--- src/rtl/branch_redirect_ctrl.sv ---
// Decode-stage branch/jump redirect controller: stalls on operand hazards,
// then redirects the PC and flushes IF/ID for taken branches and jumps.
module branch_redirect_ctrl #(
  parameter int CNT_W = 16
) (
  input  logic             clk,
  input  logic             rst_n,
  input  logic             branch,
  input  logic             jump,
  input  logic             branch_taken,
  input  logic [31:0]      branch_target,
  input  logic [4:0]       id_rs,
  input  logic [4:0]       id_rt,
  input  logic             ex_regwrite,
  input  logic             ex_memread,
  input  logic [4:0]       ex_rd,
  input  logic             mem_memread,
  input  logic [4:0]       mem_rd,
  output logic             pc_write,
  output logic             ifid_write,
  output logic             ifid_flush,
  output logic             idex_bubble,
  output logic             pc_sel,
  output logic [31:0]      pc_target,
  output logic             busy,
  output logic [CNT_W-1:0] redirect_count
);

  typedef enum logic [1:0] {IDLE, STALL, REDIRECT} state_t;

  state_t     state, state_nxt;
  logic [1:0] stall_cnt, stall_cnt_nxt;
  logic [1:0] hazard_cnt;
  logic       ex_match, mem_match, cond_branch, capture;

  // Register 0 is hardwired, so a zero destination never creates a dependency.
  assign ex_match    = (ex_rd != 5'd0) && ((ex_rd == id_rs) || (ex_rd == id_rt));
  assign mem_match   = (mem_rd != 5'd0) && ((mem_rd == id_rs) || (mem_rd == id_rt));
  assign cond_branch = branch && !jump;

  always_comb begin
    hazard_cnt = 2'd0;
    if (cond_branch && ex_regwrite && ex_match) begin
      hazard_cnt = ex_memread ? 2'd2 : 2'd1;
    end else if (cond_branch && mem_memread && mem_match) begin
      hazard_cnt = 2'd1;
    end
  end

  always_comb begin
    state_nxt     = state;
    stall_cnt_nxt = stall_cnt;
    capture       = 1'b0;
    pc_write      = 1'b1;
    ifid_write    = 1'b1;
    ifid_flush    = 1'b0;
    idex_bubble   = 1'b0;
    pc_sel        = 1'b0;
    // While reset is held the outputs stay pass-through regardless of inputs.
    if (rst_n) begin
      case (state)
        IDLE: begin
          if (hazard_cnt != 2'd0) begin
            state_nxt     = STALL;
            stall_cnt_nxt = hazard_cnt;
            pc_write      = 1'b0;
            ifid_write    = 1'b0;
            idex_bubble   = 1'b1;
          end else if (jump || (branch && branch_taken)) begin
            state_nxt   = REDIRECT;
            capture     = 1'b1;
            pc_write    = 1'b0;
            ifid_write  = 1'b0;
            idex_bubble = 1'b1;
          end
        end
        STALL: begin
          pc_write      = 1'b0;
          ifid_write    = 1'b0;
          idex_bubble   = 1'b1;
          stall_cnt_nxt = stall_cnt - 2'd1;
          if (stall_cnt <= 2'd1) begin
            state_nxt     = IDLE;
            stall_cnt_nxt = 2'd0;
          end
        end
        REDIRECT: begin
          pc_sel     = 1'b1;
          ifid_flush = 1'b1;
          state_nxt  = IDLE;
        end
        default: state_nxt = IDLE;
      endcase
    end
  end

  always_ff @(posedge clk or negedge rst_n) begin
    if (!rst_n) begin
      state          <= IDLE;
      stall_cnt      <= 2'd0;
      pc_target      <= 32'd0;
      redirect_count <= '0;
    end else begin
      state     <= state_nxt;
      stall_cnt <= stall_cnt_nxt;
      if (capture) begin
        pc_target <= branch_target;
      end
      if (state == REDIRECT) begin
        redirect_count <= redirect_count + {{(CNT_W-1){1'b0}}, 1'b1};
      end
    end
  end

  assign busy = (state != IDLE);

endmodule

--- config.mk ---
export PLATFORM = sky130hd
export DESIGN_NAME = branch_redirect_ctrl
export DESIGN_NICKNAME = d
export VERILOG_FILES = /design/src/rtl/branch_redirect_ctrl.sv
export SDC_FILE = /design/constraint.sdc
export NUM_CORES = 1
export LEC_CHECK = 0
export CAP_MARGIN = 30
export CORE_ASPECT_RATIO = 1.2
export CORE_MARGIN = 2
export CORE_UTILIZATION = 40
export CTS_BUF_LIST = sky130_fd_sc_hd__clkbuf_4 sky130_fd_sc_hd__clkbuf_8
export CTS_CLUSTER_DIAMETER = 150
export DETAILED_ROUTE_END_ITERATION = 12
export PLACE_DENSITY = 0.84
export SYNTH_ARGS = -nofsm -noshare
export SYNTH_HDL_FRONTEND = slang
export SYNTH_SLANG_ARGS = --single-unit
--- constraint.sdc ---
create_clock -name clk -period 6.4 [get_ports clk]
set_input_delay 1.28 -clock clk [delete_from_list [all_inputs] [get_ports clk]]
set_output_delay 1.28 -clock clk [all_outputs]
set_load 0.01 [all_outputs]
==> metrics <==
Slew Limit Fails 0; # port buffers 113; number of CTS-inserted buffers 5; largest family of logic cells by synthesized area multiplexers; Area Overhead vs Synth 50.5%; PostCTS Resize Cnt 0; Synth Instances 195; DRC 0; Worst Skew 9.87 ps; row cnt 31; core area 6130 um^2; # placed instances 384; share of layout cells above drive strength 1 15.5%; Fin. Hold Viols 0; Detailed Place HPWL 4.22 mm; nets@finish 370; Worst EP arrival 3740 ps; asr flop ratio synth 100%; Final WS setup 1380 ps; CP Data Required Time 5120 ps; Chip Height 91.7 um; Setup TNS 0 ps; Hold EP state[0]$_DFFE_PN0P_; DIE AREA 7070 um^2; post-synthesis cell type count 37; Final setup viols 0; CP Max Fanout 5; compound-cell area share of the yosys netlist 5.85%; die width 77.1 um; area leader, netlist dfrtp_1; ys flop type dfrtp_1; register area 1300 um^2; WHS Path Cells 1; XOR/XNOR share of the synthesized area 12.0%; Filler Cell Count 520; later-pin clock latency in the skew report 300 ps; Clk pin slew, worst setup/hold paths 90 ps; Place WS 1390 ps; Net Count, Synth 256; HP Class reg2reg; postcts setup bufs 0; Vias/cell 4.83; Clock Tree Buf Depth 2; initial antenna violation count 0; WS Path Type in2out; CP Launch Type input pin; TritonCTS clock tree done; Synth Cell Area 2560 um^2; f_max 199 MHz; RSZ-0062 raised after global routing false; min-delay src state[1]$_DFFE_PN0P_; flops & latches, synth 52; routed len/inst 14.2 um; CTS sink count 52; Post-Synth Simple-Gate Area 8.73%; TritonRoute pass-1 iters 4; vias in the first global route 1,988; P_leak 1.65 nW; DRT iter0 DRCs 50; final std cells w/o fill 392; status finished clean; ranking of synthesized cells by area dfrtp_1 (51%), mux2_4 (17%), xnor2_1 (11%); Yosys warnings 0; Relative slew margins 55.4%; Avg Cell Area, Syn 13.2 um^2; Total GRT Usage 16.4%; crit end category output port; fin crit share 78.4%; max-cap viol count 0; largest net degree at the start of global routing 57; initial core utilization 41.9%; reg2reg start state[0]$_DFFE_PN0P_; measured slew at the worst slew-check pin 670 ps; Pwr Density 281 nW/um^2; H-tree depth 2; Max VDD drop 0.150 mV; first-pass GRT wire length 9.32 mm; Antenna diodes 0; multi-input logic area 1180 um^2; reg2reg path depth 6; register area share after synthesis 50.7%; Adder-Cell Fraction of Synth Area 0.488%; number of synthesized flops with an enable pin 0; Via Count 1,893; Final ANT Viol Nets 0; multiplexer area fraction after synthesis 19.2%; Post-Route WL 5.55 mm; GPL Wtd Cong 0.813; R2R Setup Slk 4400 ps; Period minus WS final 5020 ps; hold buffers post-CTS 0; IO Count 114; Clock Root Buffer clkbuf_8; share of the synthesized area in the top cell type 50.7%; reg-to-reg endpoint redirect_count[9]$_DFFE_PN0N_; GR Overflow Total 0
## Yosys cell counts, drive strengths merged (2+ instances only)
cell type / number
dfrtp: 52
mux2: 34
xnor2: 33
nand2: 14
nand3: 9
inv: 6
buf: 5
nand4: 4
and3: 3
nor2: 3
o21ai: 3
o22ai: 3
and2: 2
and4: 2
clkbuf: 2
nor2b: 2
xor2: 2
## registers in the layout, indices dropped and copies added (netlist names)
signal and count:
state 2, redirect_count 16, stall_cnt 2, pc_target 32
## power by group
part,switching (W),leakage [nW],internal (W)
clock,0.000111,0.0548,0.000118
sequential,0.0000551,0.644,0.000402
combinational,0.000135,0.949,0.000264
## final cells by class
| type | count | share of cell area, % |
|---|---|---|
| Clock buffer | 5 | 1.78 |
| Clock inverter | 3 | 1.20 |
| Inverter | 6 | 0.583 |
| Multi-Input combinational cell | 130 | 30.7 |
| Sequential cell | 52 | 33.7 |
| Tap cell | 82 | 2.66 |
| Timing Repair Buffer | 114 | 29.4 |
## cells in the final DEF, fill, tap and decap left out, types with 4 or more instances in the layout
cell | synthesis | layout
nand2_1 | 13 | 13
dfrtp_1 | 52 | 52
xnor2_1 | 33 | 33
mux2_2 | 5 | 5
nand3_1 | 9 | 9
inv_1 | 5 | 5
mux2_4 | 29 | 29
clkbuf_8 | 0 | 5
nand4_1 | 4 | 4
clkdlybuf4s50_1 | 0 | 112
## worst max path at each step
stage          cells past startpoint      start       end
2_1_floorplan                      6  mem_rd[1]  pc_write
3_3_place_gp                       7  mem_rd[1]  pc_write
6_report                           7  mem_rd[1]  pc_write
3_5_place_dp                       7  mem_rd[1]  pc_write
4_1_cts                            7  mem_rd[1]  pc_write
5_1_grt                            7  mem_rd[1]  pc_write
## critical path: stages
cell and delay [ps]:
clkdlybuf4s50_1 480, or4_1 570, o211ai_2 200, inv_2 80, a221oi_4 390, a21o_1 200, clkdlybuf4s50_1 550
## cells by family (layout without fill, tap and decap cells)
group                      after synthesis  after routing
muxes                                   34             34
AOI/OAI and AO/OA                       18             18
xor gates and xnor gates                35             35
adders and majority gates                1              1
buffers and inverters                   13            128
DFF                                     52             52
and+or+nand+nor                         42             42
## routing by layer
layer,wire length (um),global-route usage [%]
met1,2370,19.0
met2,2720,28.9
met3,415,5.41
met4,46,4.46
met5,0,0
## stage by stage
step | utilization, % | area [um^2] | hold WS (ps) | total power, W
2_1_floorplan | - | 2560 | 437 | 0.000640
3_3_place_gp | 61.1 | 3740 | 449 | 0.000856
3_5_place_dp | 61.1 | 3740 | 465 | 0.000865
4_1_cts | 63.0 | 3860 | 479 | 0.00110
5_1_grt | 63.0 | 3860 | 500 | 0.00114
6_report | 63.0 | 3860 | 475 | 0.00108
(Power assumes the default switching activity.)
